===== src/rtl/adc_pkg.sv =====
// ----------------------------------------------------------------------------
// adc_pkg
// Shared definitions for the AD7685 scan scheduler:
//   scan_state_t    - scheduler FSM state encoding
//   SAMPLE_W        - ADC result width
//   DEF_SETTLE_CYC  - default mux settling time in CLK cycles
//   DEF_TIMEOUT_CYC - default CNV_START -> ADC_VALID limit in CLK cycles
// ----------------------------------------------------------------------------
package adc_pkg;

    typedef enum logic [2:0] {
        ST_IDLE,
        ST_SETTLE,
        ST_ARM,
        ST_WAIT,
        ST_EMIT
    } scan_state_t;

    localparam int unsigned SAMPLE_W        = 16;
    localparam int unsigned DEF_SETTLE_CYC  = 20;
    localparam int unsigned DEF_TIMEOUT_CYC = 512;

endpackage


===== src/rtl/adc_period_timer.sv =====
// ----------------------------------------------------------------------------
// adc_period_timer
// Reloadable 16-bit down-counter producing the periodic scan tick.
//   CLK    in  : clock
//   rst    in  : synchronous active-low reset (counter reloads)
//   ENABLE in  : run the counter
//   PERIOD in  : tick interval in CLK cycles, 0 stops ticking
//   tick   out : one-cycle strobe every PERIOD cycles while running
// ----------------------------------------------------------------------------
module adc_period_timer (
    input  logic        CLK,
    input  logic        rst,
    input  logic        ENABLE,
    input  logic [15:0] PERIOD,
    output logic        tick
);

    logic [15:0] cnt_q;
    logic [15:0] reload;
    logic        run;

    assign run    = ENABLE && (PERIOD != '0);
    assign reload = PERIOD - 16'd1;
    assign tick   = run && (cnt_q == '0);

    // PERIOD is only consulted on reload, so a new value applies from the
    // next period onwards; while stopped the counter tracks PERIOD-1.
    always_ff @(posedge CLK) begin
        if (!rst) begin
            cnt_q <= reload;
        end else if (!run) begin
            cnt_q <= reload;
        end else if (cnt_q == '0) begin
            cnt_q <= reload;
        end else begin
            cnt_q <= cnt_q - 16'd1;
        end
    end

endmodule


===== src/rtl/adc_scan_scheduler.sv =====
// ----------------------------------------------------------------------------
// adc_scan_scheduler
// Scans the enabled channels of the analog mux in ascending order on a
// periodic tick or manual trigger, drives the ADC interface CNV_START strobe
// and emits each 16-bit result tagged with its channel.
//   CLK, rst                   : clock, synchronous active-low reset
//   ENABLE, PERIOD             : periodic scan control
//   CH_MASK                    : enabled channels, latched at scan start
//   TRIG                       : one-cycle manual scan request
//   CLR_ERR                    : clears OVERRUN / TIMEOUT_ERR
//   ADC_BUSY/VALID/RESULT      : status and data from the ADC interface
//   CNV_START                  : one-cycle conversion request
//   CH_SEL                     : mux select
//   SAMPLE/SAMPLE_CH/VALID     : captured result, its channel, strobe
//   SCAN_DONE, SCANNING        : scan completion strobe, scan-active level
//   OVERRUN, TIMEOUT_ERR       : sticky error flags
// ----------------------------------------------------------------------------
module adc_scan_scheduler
    import adc_pkg::*;
#(
    parameter int unsigned NUM_CH      = 4,
    parameter int unsigned CH_W        = 2,
    parameter int unsigned SETTLE_CYC  = DEF_SETTLE_CYC,
    parameter int unsigned TIMEOUT_CYC = DEF_TIMEOUT_CYC
) (
    input  logic                CLK,
    input  logic                rst,
    input  logic                ENABLE,
    input  logic [15:0]         PERIOD,
    input  logic [NUM_CH-1:0]   CH_MASK,
    input  logic                TRIG,
    input  logic                CLR_ERR,
    input  logic                ADC_BUSY,
    input  logic                ADC_VALID,
    input  logic [SAMPLE_W-1:0] ADC_RESULT,
    output logic                CNV_START,
    output logic [CH_W-1:0]     CH_SEL,
    output logic [SAMPLE_W-1:0] SAMPLE,
    output logic [CH_W-1:0]     SAMPLE_CH,
    output logic                SAMPLE_VALID,
    output logic                SCAN_DONE,
    output logic                SCANNING,
    output logic                OVERRUN,
    output logic                TIMEOUT_ERR
);

    localparam int unsigned SCNT_W = $clog2(SETTLE_CYC + 1);
    localparam int unsigned TCNT_W = $clog2(TIMEOUT_CYC + 1);
    localparam logic [SCNT_W-1:0] SETTLE_LOAD = SCNT_W'(SETTLE_CYC - 1);
    localparam logic [TCNT_W-1:0] TMO_LOAD    = TCNT_W'(TIMEOUT_CYC - 1);

    scan_state_t         state_q, state_d;
    logic [CH_W-1:0]     ptr_q, ptr_d;
    logic [NUM_CH-1:0]   mask_q, mask_d;
    logic [SCNT_W-1:0]   settle_q, settle_d;
    logic [TCNT_W-1:0]   tmo_q, tmo_d;

    logic                cnv_q, svalid_q, done_q, scanning_q;
    logic                overrun_q, tmo_err_q;
    logic [SAMPLE_W-1:0] sample_q;
    logic [CH_W-1:0]     sample_ch_q;

    logic                cnv_d, svalid_d, done_d, scanning_d;
    logic                capture, set_ovr, set_tmo;

    logic                tick, req;
    logic [CH_W:0]       start_hit, next_hit;

    adc_period_timer u_timer (
        .CLK    (CLK),
        .rst    (rst),
        .ENABLE (ENABLE),
        .PERIOD (PERIOD),
        .tick   (tick)
    );

    assign req = tick || TRIG;

    // Lowest set bit of m above 'from' (or at it when incl=1).
    // Result MSB flags whether any channel was found.
    function automatic logic [CH_W:0] find_next(input logic [NUM_CH-1:0] m,
                                                input logic [CH_W-1:0]   from,
                                                input logic              incl);
        logic [CH_W:0] r;
        int unsigned   i;
        r = '0;
        for (int unsigned k = 0; k < NUM_CH; k++) begin
            i = NUM_CH - 1 - k;
            if (m[i] && ((i > 32'(from)) || (incl && (i == 32'(from))))) begin
                r = {1'b1, i[CH_W-1:0]};
            end
        end
        return r;
    endfunction

    assign start_hit = find_next(CH_MASK, '0, 1'b1);
    assign next_hit  = find_next(mask_q, ptr_q, 1'b0);

    // State and output registers
    always_ff @(posedge CLK) begin
        if (!rst) begin
            state_q     <= ST_IDLE;
            ptr_q       <= '0;
            mask_q      <= '0;
            settle_q    <= '0;
            tmo_q       <= '0;
            cnv_q       <= 1'b0;
            svalid_q    <= 1'b0;
            done_q      <= 1'b0;
            scanning_q  <= 1'b0;
            overrun_q   <= 1'b0;
            tmo_err_q   <= 1'b0;
            sample_q    <= '0;
            sample_ch_q <= '0;
        end else begin
            state_q    <= state_d;
            ptr_q      <= ptr_d;
            mask_q     <= mask_d;
            settle_q   <= settle_d;
            tmo_q      <= tmo_d;
            cnv_q      <= cnv_d;
            svalid_q   <= svalid_d;
            done_q     <= done_d;
            scanning_q <= scanning_d;
            if (capture) begin
                sample_q    <= ADC_RESULT;
                sample_ch_q <= ptr_q;
            end
            if (set_ovr) begin
                overrun_q <= 1'b1;
            end else if (CLR_ERR) begin
                overrun_q <= 1'b0;
            end
            if (set_tmo) begin
                tmo_err_q <= 1'b1;
            end else if (CLR_ERR) begin
                tmo_err_q <= 1'b0;
            end
        end
    end

    // Next-state and datapath
    always_comb begin
        state_d  = state_q;
        ptr_d    = ptr_q;
        mask_d   = mask_q;
        settle_d = settle_q;
        tmo_d    = tmo_q;
        unique case (state_q)
            ST_IDLE: begin
                if (req && start_hit[CH_W]) begin
                    state_d  = ST_SETTLE;
                    mask_d   = CH_MASK;
                    ptr_d    = start_hit[CH_W-1:0];
                    settle_d = SETTLE_LOAD;
                end
            end
            ST_SETTLE: begin
                if (settle_q == '0) begin
                    state_d = ST_ARM;
                end else begin
                    settle_d = settle_q - SCNT_W'(1);
                end
            end
            ST_ARM: begin
                if (!ADC_BUSY) begin
                    state_d = ST_WAIT;
                    tmo_d   = TMO_LOAD;
                end
            end
            ST_WAIT: begin
                // A result arriving on the last allowed cycle still counts.
                if (ADC_VALID) begin
                    state_d = ST_EMIT;
                end else if (tmo_q == '0) begin
                    state_d = ST_IDLE;
                end else begin
                    tmo_d = tmo_q - TCNT_W'(1);
                end
            end
            ST_EMIT: begin
                if (next_hit[CH_W]) begin
                    state_d  = ST_SETTLE;
                    ptr_d    = next_hit[CH_W-1:0];
                    settle_d = SETTLE_LOAD;
                end else begin
                    state_d = ST_IDLE;
                end
            end
            default: state_d = ST_IDLE;
        endcase
    end

    // Registered-output next values
    always_comb begin
        cnv_d    = (state_q == ST_ARM) && !ADC_BUSY;
        capture  = (state_q == ST_WAIT) && ADC_VALID;
        set_tmo  = (state_q == ST_WAIT) && !ADC_VALID && (tmo_q == '0);
        svalid_d = (state_q == ST_EMIT);
        done_d   = (state_q == ST_EMIT) && !next_hit[CH_W];
        set_ovr  = req && (state_q != ST_IDLE);
        // Keeping EMIT in the term holds SCANNING through the SCAN_DONE cycle.
        scanning_d = (state_d != ST_IDLE) || (state_q == ST_EMIT);
    end

    assign CNV_START    = cnv_q;
    assign CH_SEL       = ptr_q;
    assign SAMPLE       = sample_q;
    assign SAMPLE_CH    = sample_ch_q;
    assign SAMPLE_VALID = svalid_q;
    assign SCAN_DONE    = done_q;
    assign SCANNING     = scanning_q;
    assign OVERRUN      = overrun_q;
    assign TIMEOUT_ERR  = tmo_err_q;

endmodule


===== config.mk =====
export PLATFORM = sky130hd
export DESIGN_NAME = adc_scan_scheduler
export DESIGN_NICKNAME = d
export VERILOG_FILES = /design/src/rtl/adc_pkg.sv /design/src/rtl/adc_period_timer.sv /design/src/rtl/adc_scan_scheduler.sv
export SDC_FILE = /design/constraint.sdc
export NUM_CORES = 1
export LEC_CHECK = 0
export BUFFER_PORTS_ARGS = -buffer_cell sky130_fd_sc_hd__buf_2
export CORE_ASPECT_RATIO = 0.5
export CORE_MARGIN = 3
export CORE_UTILIZATION = 55
export CTS_CLUSTER_DIAMETER = 30
export CTS_CLUSTER_SIZE = 16
export DETAILED_ROUTE_END_ITERATION = 10
export HOLD_SLACK_MARGIN = 0.12
export PLACE_DENSITY = 0.81
export SLEW_MARGIN = 10
export SYNTH_ARGS = -nofsm -noshare
export SYNTH_HDL_FRONTEND = slang
export SYNTH_SLANG_ARGS = --single-unit

===== constraint.sdc =====
create_clock -name CLK -period 3.7 [get_ports CLK]
set_clock_uncertainty 0.05 [all_clocks]
set_input_delay 0.74 -clock CLK [delete_from_list [all_inputs] [get_ports CLK]]
set_output_delay 0.74 -clock CLK [all_outputs]
set_load 0.02 [all_outputs]

==> results.md, run 1 <==
- After detailed routing, the number of vias per cell comes to 5.60.
- The number of buffers inserted to repair setup after CTS is 0.
- The number of failing hold endpoints at the final stage is 0.
- The most critical setup path has its endpoint at u_timer.cnt_q[3]$_DFF_P_.
- The repair_antennas step left the layout with diodes totalling 0.
- After synthesis, the cell types taking the most area are sky130_fd_sc_hd__dfxtp_1 (39%), sky130_fd_sc_hd__a21oi_1 (7.3%), sky130_fd_sc_hd__nand2_1 (5.7%).
- The initial utilization of the core area, before any placement, comes to 0.578.
- The die is ~110 µm wide.
- The commonest non-fill, non-tap cell in the layout is sky130_fd_sc_hd__buf_2.
- Setup repair after global routing left no endpoint under its margin.
- The total length of routed wires is ~7400 µm.
- The max-slew violation total from the final report is 0.
- The net switching power figure is ~0.00058 W.
- The number of stages on the worst hold path is 2.
- The most used flip-flop cell after synthesis is sky130_fd_sc_hd__dfxtp_1.
- The number of primary I/O pins is 69.
- The clock drives 63 sinks.
- The iteration count of the initial detailed-routing pass is 4.
- The top-area cell type share of the netlist area is 0.390.
- The area of the mapped netlist is 3230 µm².
- The reg-to-reg setup timing slack is ~1.3 ns.
- In the global route stage, overall resource usage came out at 0.232.
- Of the total power, combinational logic draws 0.179.
- The number of distinct library cell variants in the gate-level netlist after synthesis is 59.
- The wire length of the first global-routing pass is 12,400 µm.
- The overall die area is 6890 µm².
- The die is 60.2 µm tall.
- Setup total negative slack on the finished layout was measured at 0 ns.
- Of all flip-flops after synthesis, the portion carrying an async set or reset was 0.
- Internal power comes to ~0.0015 W.
- The switching share of power is 0.281.
- The nature of the critical path startpoint is a primary input.
- The launch point of the worst path is PERIOD[0].
- The core box area is approximately 5600 µm².
- Of the total synthesized cell area, the portion taken by AND, OR, NAND and NOR gates is 0.263.
- The post-synthesis compound-gate area fraction was 0.178.
- The endpoint of the worst-slack reg-to-reg timing path is settle_q[4]$_SDFFE_PN0P_.
- TritonCTS built the clock tree.
- The share of total power dissipated in the clock network is 0.426.
- The share of total power dissipated in sequential elements is 0.395.
- The worst pin sits at a relative slew slack of 0.525.
- The class of the most critical setup path is in -> reg.
- When the netlist entered floorplanning its net count stood at 433.
- The number of cell rows is 19.
- The net count of the finished layout is 503.
- The required time at the endpoint of the critical path is 3.84 ns.
- The number of buffers inserted by port buffering is between 60 and 70.
- Synthesis inferred 63 register bits.
- For this run the aggregate overflow at the end of global routing stands at 0.
- The top cell types in the final layout, fill and taps aside, are sky130_fd_sc_hd__buf_2 (68), sky130_fd_sc_hd__dfxtp_1 (63), sky130_fd_sc_hd__nand2_1 (49), sky130_fd_sc_hd__a21oi_1 (47), sky130_fd_sc_hd__nor2_1 (29).
- Gates resized during post-CTS repair numbered 0.
- The latest clock arrival within the worst-skew pair is 0.33 ns.
- Buffers inserted to repair hold after CTS numbered 0.
- The part of the Yosys area used for sequential elements is 0.390.
- In this run the worst path has a maximum fanout of 25.
- The total of warnings raised by yosys is 0.
- For this block, the via count after detailed routing is ~3,000.
- Synthesis handed over a netlist of 385 instances.
- The final routed wire length divided by cell count is 13.9 µm.
- The synthesized design spends more area on one cell type than any other, namely sky130_fd_sc_hd__dfxtp_1.
- The share of post-route cells with drive strength above 1 is 0.214.
- Of the total synthesized cell area, the portion taken by XOR and XNOR cells is 0.0894.
- Routability-driven placement finished with a final weighted congestion of 0.873.
- The clock period minus final worst setup slack is 2.45 ns.
- The number of global-route vias before repair is 2,748.
- In the finished design, the share of the clock period the worst path needs comes to 0.662.
- The H-tree generated during clock tree synthesis spans 3 levels.
- The maximum achievable frequency is 408 MHz.
- The count of nets left with antenna violations once routing finished came out at 0.
- The initial antenna violation count is 0.
- The launch instance of the worst register-to-register path is settle_q[0]$_SDFFE_PN0P_.
- The DRC violation count after routing is 0.
- The number of buffers created by CTS is 9.
- The worst hold path class is reg -> reg.
- Each instance of the synthesized netlist takes up on average 8.39 µm².
- The main combinational cell family by area after synthesis is simple AND/OR/NAND/NOR gates.
- The clock root buffer master is sky130_fd_sc_hd__clkbuf_16.
- The run finished with clean final reports.
- The number of DRC markers in iteration 0 is 198.
- At the pin with the least slew margin, the transition time is 0.710 ns.
- IR analysis of the VDD net gives a maximum drop of 0.460 mV.
- The number of cells on the worst reg-to-reg path is 7.
- Detailed placement finished with a half-perimeter wire length of 5190 µm.
- The leakage power figure is 1.62 nW.
- From synthesis to final layout, the design area changed by 21.8%.
- The largest net degree at the start of global routing is 28.
- The power density of the placed cells is roughly 530 nW/µm².
- Hold is met by roughly 0.4 ns.
- Max-cap violations in this run came to 0.
- The critical path capture point type is a register.
- The number of flops mapped to enable cells by yosys is 0.
- Of the total synthesized cell area, the portion taken by full adders, half adders and majority gates is 0.0194.
- The deepest clock path buffer count is 2.
- After clock tree synthesis, the clock-pin slew on the worst setup and hold paths is 0.05 ns.
- The signal arrival time at the worst endpoint is about 2.6 ns.
- The setup violation total in the final timing report is 0.
- The portion of synthesized area spent on multiplexers is 0.0217.
==> metal layers <==
metal | global-route usage | share of wire | wire (µm)
met1 | 0.283 | 0.46 | 3430
met5 | 0 | 0 | 0
met4 | 0.0846 | 0.014 | 104
met2 | 0.366 | 0.45 | 3360
met3 | 0.102 | 0.067 | 495
==> power by group through the flow <==
stage               Sequential (W)  Combinational (W)  Clock (W)
floorplan                 0.000818           0.000269          0
global placement          0.000826           0.000361          0
detailed placement        0.000826           0.000367          0
CTS                       0.000814           0.000369   0.000898
global route              0.000827           0.000416   0.000938
finish                    0.000816           0.000371   0.000881
==> registers in the layout, summed over array words and instances, names as in the netlist, 2 cells and up <==
signal and count:
CH_SEL 2, SAMPLE_CH 2, settle_q 5, state_q 3
SAMPLE 16, mask_q 3, u_timer.cnt_q 16, tmo_q 10
==> final cells by class <==
type	instances	area [µm²]
timing repair buffer	71	363
fill	464	1650
clock buffer	9	225
inverter	17	63.8
sequential	63	1260
clock inverter	6	86.3
multi-input combinational	293	1850
tap	73	91.3
==> synthesized netlist by cell type, types with 2 or more instances <==
master	count
sky130_fd_sc_hd__nor3b_1	6
sky130_fd_sc_hd__a31oi_1	5
sky130_fd_sc_hd__nor4_2	2
sky130_fd_sc_hd__dfxtp_1	63
sky130_fd_sc_hd__nand2_1	49
sky130_fd_sc_hd__nor2_1	29
sky130_fd_sc_hd__a21oi_1	47
sky130_fd_sc_hd__inv_1	17
sky130_fd_sc_hd__o211ai_1	6
sky130_fd_sc_hd__xnor2_1	14
sky130_fd_sc_hd__o21ai_0	12
sky130_fd_sc_hd__o31ai_1	5
sky130_fd_sc_hd__nor2b_1	4
sky130_fd_sc_hd__nand3_1	10
sky130_fd_sc_hd__nor4_1	8
sky130_fd_sc_hd__nor3_1	10
sky130_fd_sc_hd__nor4b_1	2
sky130_fd_sc_hd__mux2i_1	7
sky130_fd_sc_hd__ha_1	5
sky130_fd_sc_hd__nand2b_1	2
sky130_fd_sc_hd__or3_1	4
sky130_fd_sc_hd__xor2_1	19
sky130_fd_sc_hd__a211oi_1	4
sky130_fd_sc_hd__nand3b_1	2
sky130_fd_sc_hd__o41ai_1	2
sky130_fd_sc_hd__or4_1	8
sky130_fd_sc_hd__buf_4	2
sky130_fd_sc_hd__and3_1	3
sky130_fd_sc_hd__clkbuf_1	8
==> cell families after synthesis <==
| kind of cell | Yosys count |
|---|---|
| simple gates | 153 |
| compound gates | 95 |
| flops | 63 |
| xor+xnor | 33 |
| buf+inv | 29 |
| mux | 7 |
| fa+ha+maj | 5 |
==> worst min-delay path by stage <==
| stage | startpoint | endpoint | slack [ns] |
|---|---|---|---|
| after floorplan | settle_q[0]$_SDFFE_PN0P_ | settle_q[0]$_SDFFE_PN0P_ | 0.40 |
| after global placement | SAMPLE[0]$_SDFFE_PN0P_ | SAMPLE[0]$_SDFFE_PN0P_ | 0.39 |
| after detailed placement | SAMPLE[0]$_SDFFE_PN0P_ | SAMPLE[0]$_SDFFE_PN0P_ | 0.39 |
| after CTS | SAMPLE[0]$_SDFFE_PN0P_ | SAMPLE[0]$_SDFFE_PN0P_ | 0.40 |
| after global routing | SAMPLE[5]$_SDFFE_PN0P_ | SAMPLE[5]$_SDFFE_PN0P_ | 0.42 |
| final | SAMPLE[0]$_SDFFE_PN0P_ | SAMPLE[0]$_SDFFE_PN0P_ | 0.40 |
==> worst max-delay path, cell delays in order <==
cell                      delay (ns)
sky130_fd_sc_hd__buf_2          0.12
sky130_fd_sc_hd__inv_1          0.05
sky130_fd_sc_hd__ha_1           0.25
sky130_fd_sc_hd__nor3b_1        0.17
sky130_fd_sc_hd__a41oi_1        0.34
sky130_fd_sc_hd__nand3_2        0.50
sky130_fd_sc_hd__nor3_1         0.35
sky130_fd_sc_hd__a21oi_1        0.06
==> per-stage QoR <==
stage	setup slack, ns	instance area (µm²)	cells	utilization	total power [W]
2_1_floorplan	1.31	3230	385	-	0.00109
3_3_place_gp	1.04	3620	517	0.649	0.00119
4_1_cts	1.28	3940	532	0.705	0.00208
5_1_grt	1.00	3940	532	0.705	0.00218
3_5_place_dp	0.954	3620	517	0.649	0.00119
6_report	1.25	3940	532	0.705	0.00207
Note: power is estimated with default switching activity, not from simulation.
==> run 2, diff against run 1 <==
--- a/config.mk
+++ b/config.mk
@@ -8,12 +8,12 @@
 export BUFFER_PORTS_ARGS = -buffer_cell sky130_fd_sc_hd__buf_2
 export CORE_ASPECT_RATIO = 0.5
 export CORE_MARGIN = 3
-export CORE_UTILIZATION = 55
+export CORE_UTILIZATION = 49
 export CTS_CLUSTER_DIAMETER = 30
 export CTS_CLUSTER_SIZE = 16
 export DETAILED_ROUTE_END_ITERATION = 10
 export HOLD_SLACK_MARGIN = 0.12
-export PLACE_DENSITY = 0.81
+export PLACE_DENSITY = 0.77
 export SLEW_MARGIN = 10
 export SYNTH_ARGS = -nofsm -noshare
 export SYNTH_HDL_FRONTEND = slang
==> constraint.sdc (replaced) <==
create_clock -name CLK -period 2.1 [get_ports CLK]
set_clock_uncertainty 0.05 [all_clocks]
set_input_delay 0.42 -clock CLK [delete_from_list [all_inputs] [get_ports CLK]]
set_output_delay 0.42 -clock CLK [all_outputs]
set_load 0.02 [all_outputs]
==> results.md, run 2 (synthesis gave the netlist of run 1 again) <==
- The flow ran to the end, and the final reports show no timing, DRC or antenna violations.
- The number of buffers created by CTS is 9.
- Setup repair after global routing could not meet its margin everywhere.
- The overall die area is 7670 µm².
- The setup violation total in the final timing report is 0.
- The worst-case IR drop observed on VDD is between 0.5 and 0.6 mV.
- The worst setup path is captured at a register.
- After detailed routing, the number of vias per cell comes to 5.29.
- The largest fanout on the critical path is 7.
- The repair_antennas step left the layout with diodes totalling 0.
- Global routing finished with a remaining overflow of 0.
- The setup slack of the critical path after layout is 0.104 ns.
- The number of standard cells in the layout, taps in and fillers out is 584.
- Relative to the synthesized area, the layout overhead comes to 34.0%.
- The latest clock arrival within the worst-skew pair is 0.34 ns.
- The worst register-to-register path ends at tmo_q[0]$_SDFFE_PN0P_.
- The number of buffers inserted by port buffering is 68.
- The share of post-route cells with drive strength above 1 is 0.286.
- In this run the clock root is driven by a sky130_fd_sc_hd__clkbuf_16.
- The leakage power figure is roughly 1.8 nW.
- The start point of the worst hold path is ADC_RESULT[11].
- The endpoint with the worst hold slack is SAMPLE[11]$_SDFFE_PN0P_.
- For this design the ratio of total power to cell area is 926 nW/µm².
- The via count is 3,091.
- The DRC violation count after routing is 0.
- The iteration count of the initial detailed-routing pass is 4.
- At the worst endpoint, the arrival time is 2.18 ns.
- The number of failing hold endpoints at the final stage is 0.
- The measured slew at the worst slew-check pin is 0.632 ns.
- The clock sink total is 63.
- The number of stages on the worst hold path is 3.
- The deepest clock path buffer count is 2.
- The maximum achievable frequency is 501 MHz.
- The commonest non-fill, non-tap cell in the layout is sky130_fd_sc_hd__buf_2.
- The top cell types in the final layout, fill and taps aside, are sky130_fd_sc_hd__buf_2 (68), sky130_fd_sc_hd__dfxtp_1 (63), sky130_fd_sc_hd__nand2_1 (49), sky130_fd_sc_hd__a21oi_1 (47), sky130_fd_sc_hd__buf_4 (38).
- The number of buffers and inverters on the critical path is 2.
- For the worst setup path, the data required time is between 2 and 2.5 ns.
- The nature of the critical path startpoint is a register.
- The region available for standard cell placement spans 6230 µm².
- The max-slew violation total from the final report is 0.
- The remaining antenna violation count is 0.
- The reg-to-reg setup timing slack is 0.10 ns.
- The number of cell rows is 20.
- The clock tree from TritonCTS is yes.
- Of the available clock period, the critical path in the final layout requires 0.950.
- 69 I/O pins were placed.
- Entering global routing, the biggest net connects 26 pins.
- The final routed wire length divided by cell count is ~14 µm.
- In the global route stage, overall resource usage came out at 0.217.
- Summed over all layers, the routed wires come to 7950 µm.
- The worst slack after detailed placement is -0.0702 ns.
- The initial antenna violation count is 0.
- The worst setup path is of the reg -> reg kind.
- Across the run, the number of max-cap violations was 0.
- The depth of the worst register-to-register path is 7.
- In this run the horizontal extent of the chip is 121 µm.
- The number of nets in the final layout is 539.
- Walking the worst path, the cells encountered are buf_4 > nor4_1 > a311oi_2 > buf_4 > o21ai_0 > nor2_1 > o21a_1.
- The number of DRC markers in iteration 0 is 184.
- In this run, placement finished with an instance count of 568.
- After clock tree synthesis, the clock-pin slew on the worst setup and hold paths is 0.06 ns.
- The maximum level of the CTS H-tree is 3.
- The worst hold path class is in -> reg.
- The number of buffers inserted to repair setup after CTS is 0.
- The clock period minus final worst setup slack is 2.00 ns.
- The first global-routing pass estimated 13,300 µm of wire.
- The worst-case headroom to the max-slew limit is 0.578.
- The number of hold buffers added after cts is 0.
- The number of global-route vias before repair is 2,921.
- The cell with the largest stage delay on the worst path is sky130_fd_sc_hd__nor4_1.
- The die span in y is 63.4 µm.
- The startpoint identified for the worst register-to-register timing path is tmo_q[3]$_SDFFE_PN0P_.
- The global placement routability congestion is 0.784.
- The kind of cell with the highest combined delay along the critical path is compound AO/OA/AOI/OAI gates.
- The number of filler instances in the final layout is 501.
- In this design, the critical path's most frequently occurring cell is sky130_fd_sc_hd__buf_4.
- The post-detailed-placement half-perimeter wirelength is 5540 µm.
- For this run, the slowest stage of the critical path takes about 0.5 ns.
- The count of cell instances traversed by the critical path is 7.
- The initial utilization of the core area, before any placement, comes to 0.519.
run 2: layout make-up:
class                           instances  area [µm²]  share of cell area
Multi-Input combinational cell        293        1890               0.437
Inverter                               17        63.8              0.0147
Clock inverter                          6         116              0.0269
Tap cell                               88         110              0.0254
Sequential cell                        63        1260               0.291
Timing Repair Buffer                  107         646               0.149
Clock buffer                           10         239              0.0552
run 2: worst max-delay path by stage:
stage | from | endpoint | slack, ns
after CTS | u_timer.cnt_q[0]$_DFF_P_ | settle_q[4]$_SDFFE_PN0P_ | 0.07
after detailed placement | PERIOD[0] | settle_q[4]$_SDFFE_PN0P_ | -0.07
after floorplan | PERIOD[0] | settle_q[4]$_SDFFE_PN0P_ | 0.03
after global routing | settle_q[0]$_SDFFE_PN0P_ | settle_q[4]$_SDFFE_PN0P_ | -0.04
after global placement | PERIOD[0] | settle_q[4]$_SDFFE_PN0P_ | -0.04
final | tmo_q[3]$_SDFFE_PN0P_ | tmo_q[0]$_SDFFE_PN0P_ | 0.10
run 2: power breakdown:
| group | leakage [nW] | total (W) | switching (W) | internal (W) |
|---|---|---|---|---|
| Sequential | 0.517 | 0.00143 | 0.000123 | 0.00131 |
| Combinational | 1.14 | 0.000819 | 0.000424 | 0.000395 |
| Clock | 0.173 | 0.00176 | 0.000560 | 0.00120 |
| Total | 1.83 | 0.00401 | 0.00111 | 0.00290 |
run 2: through the flow:
stage / util / hold WS [ns] / cell area (µm²) / total power (W) / TNS, ns
final: 0.695 / 0.267 / 4330 / 0.00401 / 0
after global routing: 0.695 / 0.275 / 4330 / 0.00419 / -0.0412
after CTS: 0.690 / 0.262 / 4300 / 0.00400 / 0
after detailed placement: 0.631 / 0.393 / 3930 / 0.00223 / -0.124
after global placement: 0.631 / 0.390 / 3930 / 0.00222 / -0.0502
after floorplan: - / 0.404 / 3240 / 0.00192 / 0
run 2: timing repair:
action,4_1_cts,5_1_grt
pin swaps,0,3
endpoints found under the setup margin,3,14
gates resized for setup,2,5
run 2: worst reg2reg max path, cell delays in order (launching register included):
cell and delay (ns):
sky130_fd_sc_hd__dfxtp_1 0.30, sky130_fd_sc_hd__buf_4 0.15, sky130_fd_sc_hd__nor4_1 0.51, sky130_fd_sc_hd__a311oi_2 0.20, sky130_fd_sc_hd__buf_4 0.20, sky130_fd_sc_hd__o21ai_0 0.25, sky130_fd_sc_hd__nor2_1 0.07, sky130_fd_sc_hd__o21a_1 0.16
run 2: routing by layer:
metal  up-vias  part of all wire  track usage
met5         -                 0            0
met4         0             0.012       0.0692
met3         6             0.055       0.0771
met2        74              0.47        0.357
met1      1413              0.46        0.268
li1       1598                 -            -
==> run 3, diff against run 2 <==
--- a/config.mk
+++ b/config.mk
@@ -13,7 +13,7 @@
 export CTS_CLUSTER_SIZE = 16
 export DETAILED_ROUTE_END_ITERATION = 10
 export HOLD_SLACK_MARGIN = 0.12
-export PLACE_DENSITY = 0.77
+export PLACE_DENSITY = 0.87
 export SLEW_MARGIN = 10
 export SYNTH_ARGS = -nofsm -noshare
 export SYNTH_HDL_FRONTEND = slang
==> results.md, run 3 (synthesis gave the netlist of run 1 again) <==
- The internal portion of the total power is 0.00278 W.
- The part of the total power dissipated in sequential elements is 0.373.
- In this run the top signal layer used is met4.
- At the end of the flow, the number of nets in the layout was 538.
- For the worst setup path, the data required time is between 2 and 2.5 ns.
- The worst hold path terminates at SAMPLE[15]$_SDFFE_PN0P_.
- 69 I/O pins were placed.
- The number of clock buffers added by TritonCTS is 9.
- The routed length on met3 is around 430 µm.
- The deepest clock path buffer count is 2.
- Across every metal layer, demand over resource in global routing totals 0.223.
- The critical path goes through inv_1 > ha_1 > nor4b_1 > buf_4 > nor4_4 > nor3_2 > or4_1 > a31oi_1.
- Dividing total power by cell area gives a power density of 897 nW/µm².
- The iteration count of the initial detailed-routing pass is 4.
- After detailed routing, the number of remaining DRC violations is 0.
- In the finished design, the share of the clock period the worst path needs comes to 0.952.
- Across the run, the number of max-cap violations was 0.
- The slowest stage of the critical path belongs to the cell sky130_fd_sc_hd__or4_1.
- The nature of the critical path startpoint is a register.
- Setup repair after global routing could not meet its margin everywhere.
- Summed over all failing endpoints, the final setup total negative slack is 0 ns.
- The net switching power figure is 0.00107 W.
- The max-slew violation total from the final report was 0.
- In this run, placement finished with an instance count of 567.
- The worst register-to-register path begins at settle_q[1]$_SDFFE_PN0P_.
- The maximum achievable frequency is 500 MHz.
- The endpoint of the worst-slack reg-to-reg timing path is settle_q[4]$_SDFFE_PN0P_.
- The number of DRC markers in iteration 0 is 202.
- Relative to the synthesized area, the layout overhead comes to 32.8%.
- For this run, the share of the core covered by cells in the final layout is 0.689.
- The antenna cell count is 0.
- The number of cell rows is 20.
- Of the total power, the clock network draws 0.405.
- CTS saw 63 sinks.
- The clock root buffer master is sky130_fd_sc_hd__clkbuf_16.
- In this run the number of H-tree levels came out at 3.
- The clock period minus final worst setup slack is 2.00 ns.
- In this run the horizontal extent of the chip is 121 µm.
- The number of global-route vias before repair is 3,013.
- The depth of the worst register-to-register path is 8.
- The post-detailed-placement half-perimeter wirelength is 5870 µm.
- Routability-driven placement finished with a final weighted congestion of a little over 0.9.
- The first global-routing pass estimated 13,600 µm of wire.
- For this design the static power due to leakage is 1.80 nW.
- The worst setup path is of the reg -> reg kind.
- The largest fanout on the critical path is 5.
- The kind of cell with the highest combined delay along the critical path is simple AND/OR/NAND/NOR gates.
- The setup violation total in the final timing report is 0.
- For this run the aggregate overflow at the end of global routing stands at 0.
- The largest stage delay on the critical path is 0.51 ns.
- In the final routed layout, each cell accounts on average for around 14 µm.
- The commonest non-fill, non-tap cell in the layout is sky130_fd_sc_hd__buf_2.
- The worst-case headroom to the max-slew limit is 0.635.
- The top cell types in the final layout, fill and taps aside, are sky130_fd_sc_hd__buf_2 (68), sky130_fd_sc_hd__dfxtp_1 (60), sky130_fd_sc_hd__nand2_1 (49), sky130_fd_sc_hd__a21oi_1 (47), sky130_fd_sc_hd__buf_4 (37).
- The share of post-route cells with drive strength above 1 is 0.289.
- The run finished with clean final reports.
- The die is 63.4 µm tall.
- The layout has 498 filler cells.
- The measured slew at the worst slew-check pin is 0.540 ns.
- The number of failing hold endpoints at the final stage came to 0.
- IR analysis of the VDD net gives a maximum drop of between 0.4 and 0.5 mV.
- The core region is 6230 µm².
- Of the total power, combinational logic draws 0.223.
- Once detail routing completed, the nets flagged for antenna violations numbered 0.
- Entering global routing, the biggest net connects 26 pins.
- The worst hold path class is in -> reg.
- STA classifies the critical path endpoint as a register.
- Dividing the detail-routed via count by the number of cells gives ~5.5.
- Detailed routing placed a total of 4100 µm of wire on met2.
- For this design, the CTS-stage hold fixing added 0 buffers.
- The number of stages on the worst hold path is 3.
- The start point of the worst hold path is ADC_RESULT[15].
- STA puts the critical path data arrival time at 2.20 ns.
- Of the total power, the share spent switching nets is 0.277.
- Summed over all layers, the routed wires come to 8310 µm.
- The detailed router put a total of approximately 3600 µm of wire on met1.
- The clock tree from TritonCTS is yes.
- The number of standard cells in the layout, taps in and fillers out is 582.
- The initial antenna violation count is 0.
- The total buffers and inverters traversed by the critical path is 2.
- Clock latency on the worst-skew pair, taken at its later pin, is 0.33 ns.
- The number of buffers inserted by port buffering is 68.
- The post-CTS clock slew at the launch and capture registers of the worst setup and hold paths is 0.05 ns.
- For this configuration, the core starts out at a cell density of 0.519.
- The number of buffers inserted to repair setup after CTS is 0.
- The detailed router placed 3,203 vias in this run.
- The die covers 7670 µm².
- The worst register-to-register path has a setup slack of about 0.10 ns.
## run 3: worst min-delay path: stages
cell and delay (ns):
sky130_fd_sc_hd__buf_2 0.09, sky130_fd_sc_hd__nand2_1 0.04, sky130_fd_sc_hd__a21oi_1 0.05
## run 3: per-layer routing
| layer | vias to the layer above | track usage |
|---|---|---|
| li1 | 1595 | - |
| met1 | 1500 | 0.254 |
| met2 | 93 | 0.395 |
| met3 | 15 | 0.0717 |
| met4 | 0 | 0.0720 |
| met5 | - | 0 |
## run 3: through the flow
stage / cell area, µm² / power [W] / hold slack (ns) / worst slack, ns
6_report: 4290 / 0.00385 / 0.276 / 0.101
3_3_place_gp: 3930 / 0.00223 / 0.389 / -0.0501
4_1_cts: 4240 / 0.00383 / 0.269 / 0.0313
5_1_grt: 4290 / 0.00405 / 0.267 / -0.0310
3_5_place_dp: 3930 / 0.00226 / 0.395 / -0.0888
2_1_floorplan: 3240 / 0.00192 / 0.404 / 0.0348
## run 3: power by group through the flow
stage	sequential, W	combinational (W)	clock [W]
floorplan	0.00144	0.000479	0
global placement	0.00144	0.000785	0
detailed placement	0.00145	0.000810	0
CTS	0.00142	0.000827	0.00158
global route	0.00145	0.000954	0.00165
finish	0.00143	0.000857	0.00156
## run 3: worst max path at each step
stage / endpoint / start / cells past startpoint
detailed placement: settle_q[4]$_SDFFE_PN0P_ / PERIOD[0] / 8
global route: settle_q[0]$_SDFFE_PN0P_ / settle_q[0]$_SDFFE_PN0P_ / 9
CTS: CH_SEL[0]$_SDFFE_PN0P_ / u_timer.cnt_q[12]$_DFF_P_ / 6
finish: settle_q[4]$_SDFFE_PN0P_ / settle_q[1]$_SDFFE_PN0P_ / 8
global placement: settle_q[4]$_SDFFE_PN0P_ / PERIOD[0] / 8
floorplan: settle_q[4]$_SDFFE_PN0P_ / PERIOD[0] / 7
## run 3: area by class of cell
class | instances | area (µm²) | area share
Tap cell | 88 | 110 | 0.0257
Clock buffer | 11 | 243 | 0.0566
Inverter | 17 | 63.8 | 0.0149
Sequential cell | 63 | 1260 | 0.295
Multi-Input combinational cell | 293 | 1900 | 0.443
Clock inverter | 4 | 70.1 | 0.0163
Timing Repair Buffer | 106 | 638 | 0.149
## run 3: timing repair
action / CTS / global route
setup endpoints to repair: 3 / 17
pin swaps: 0 / 5
resized for setup: 1 / 12
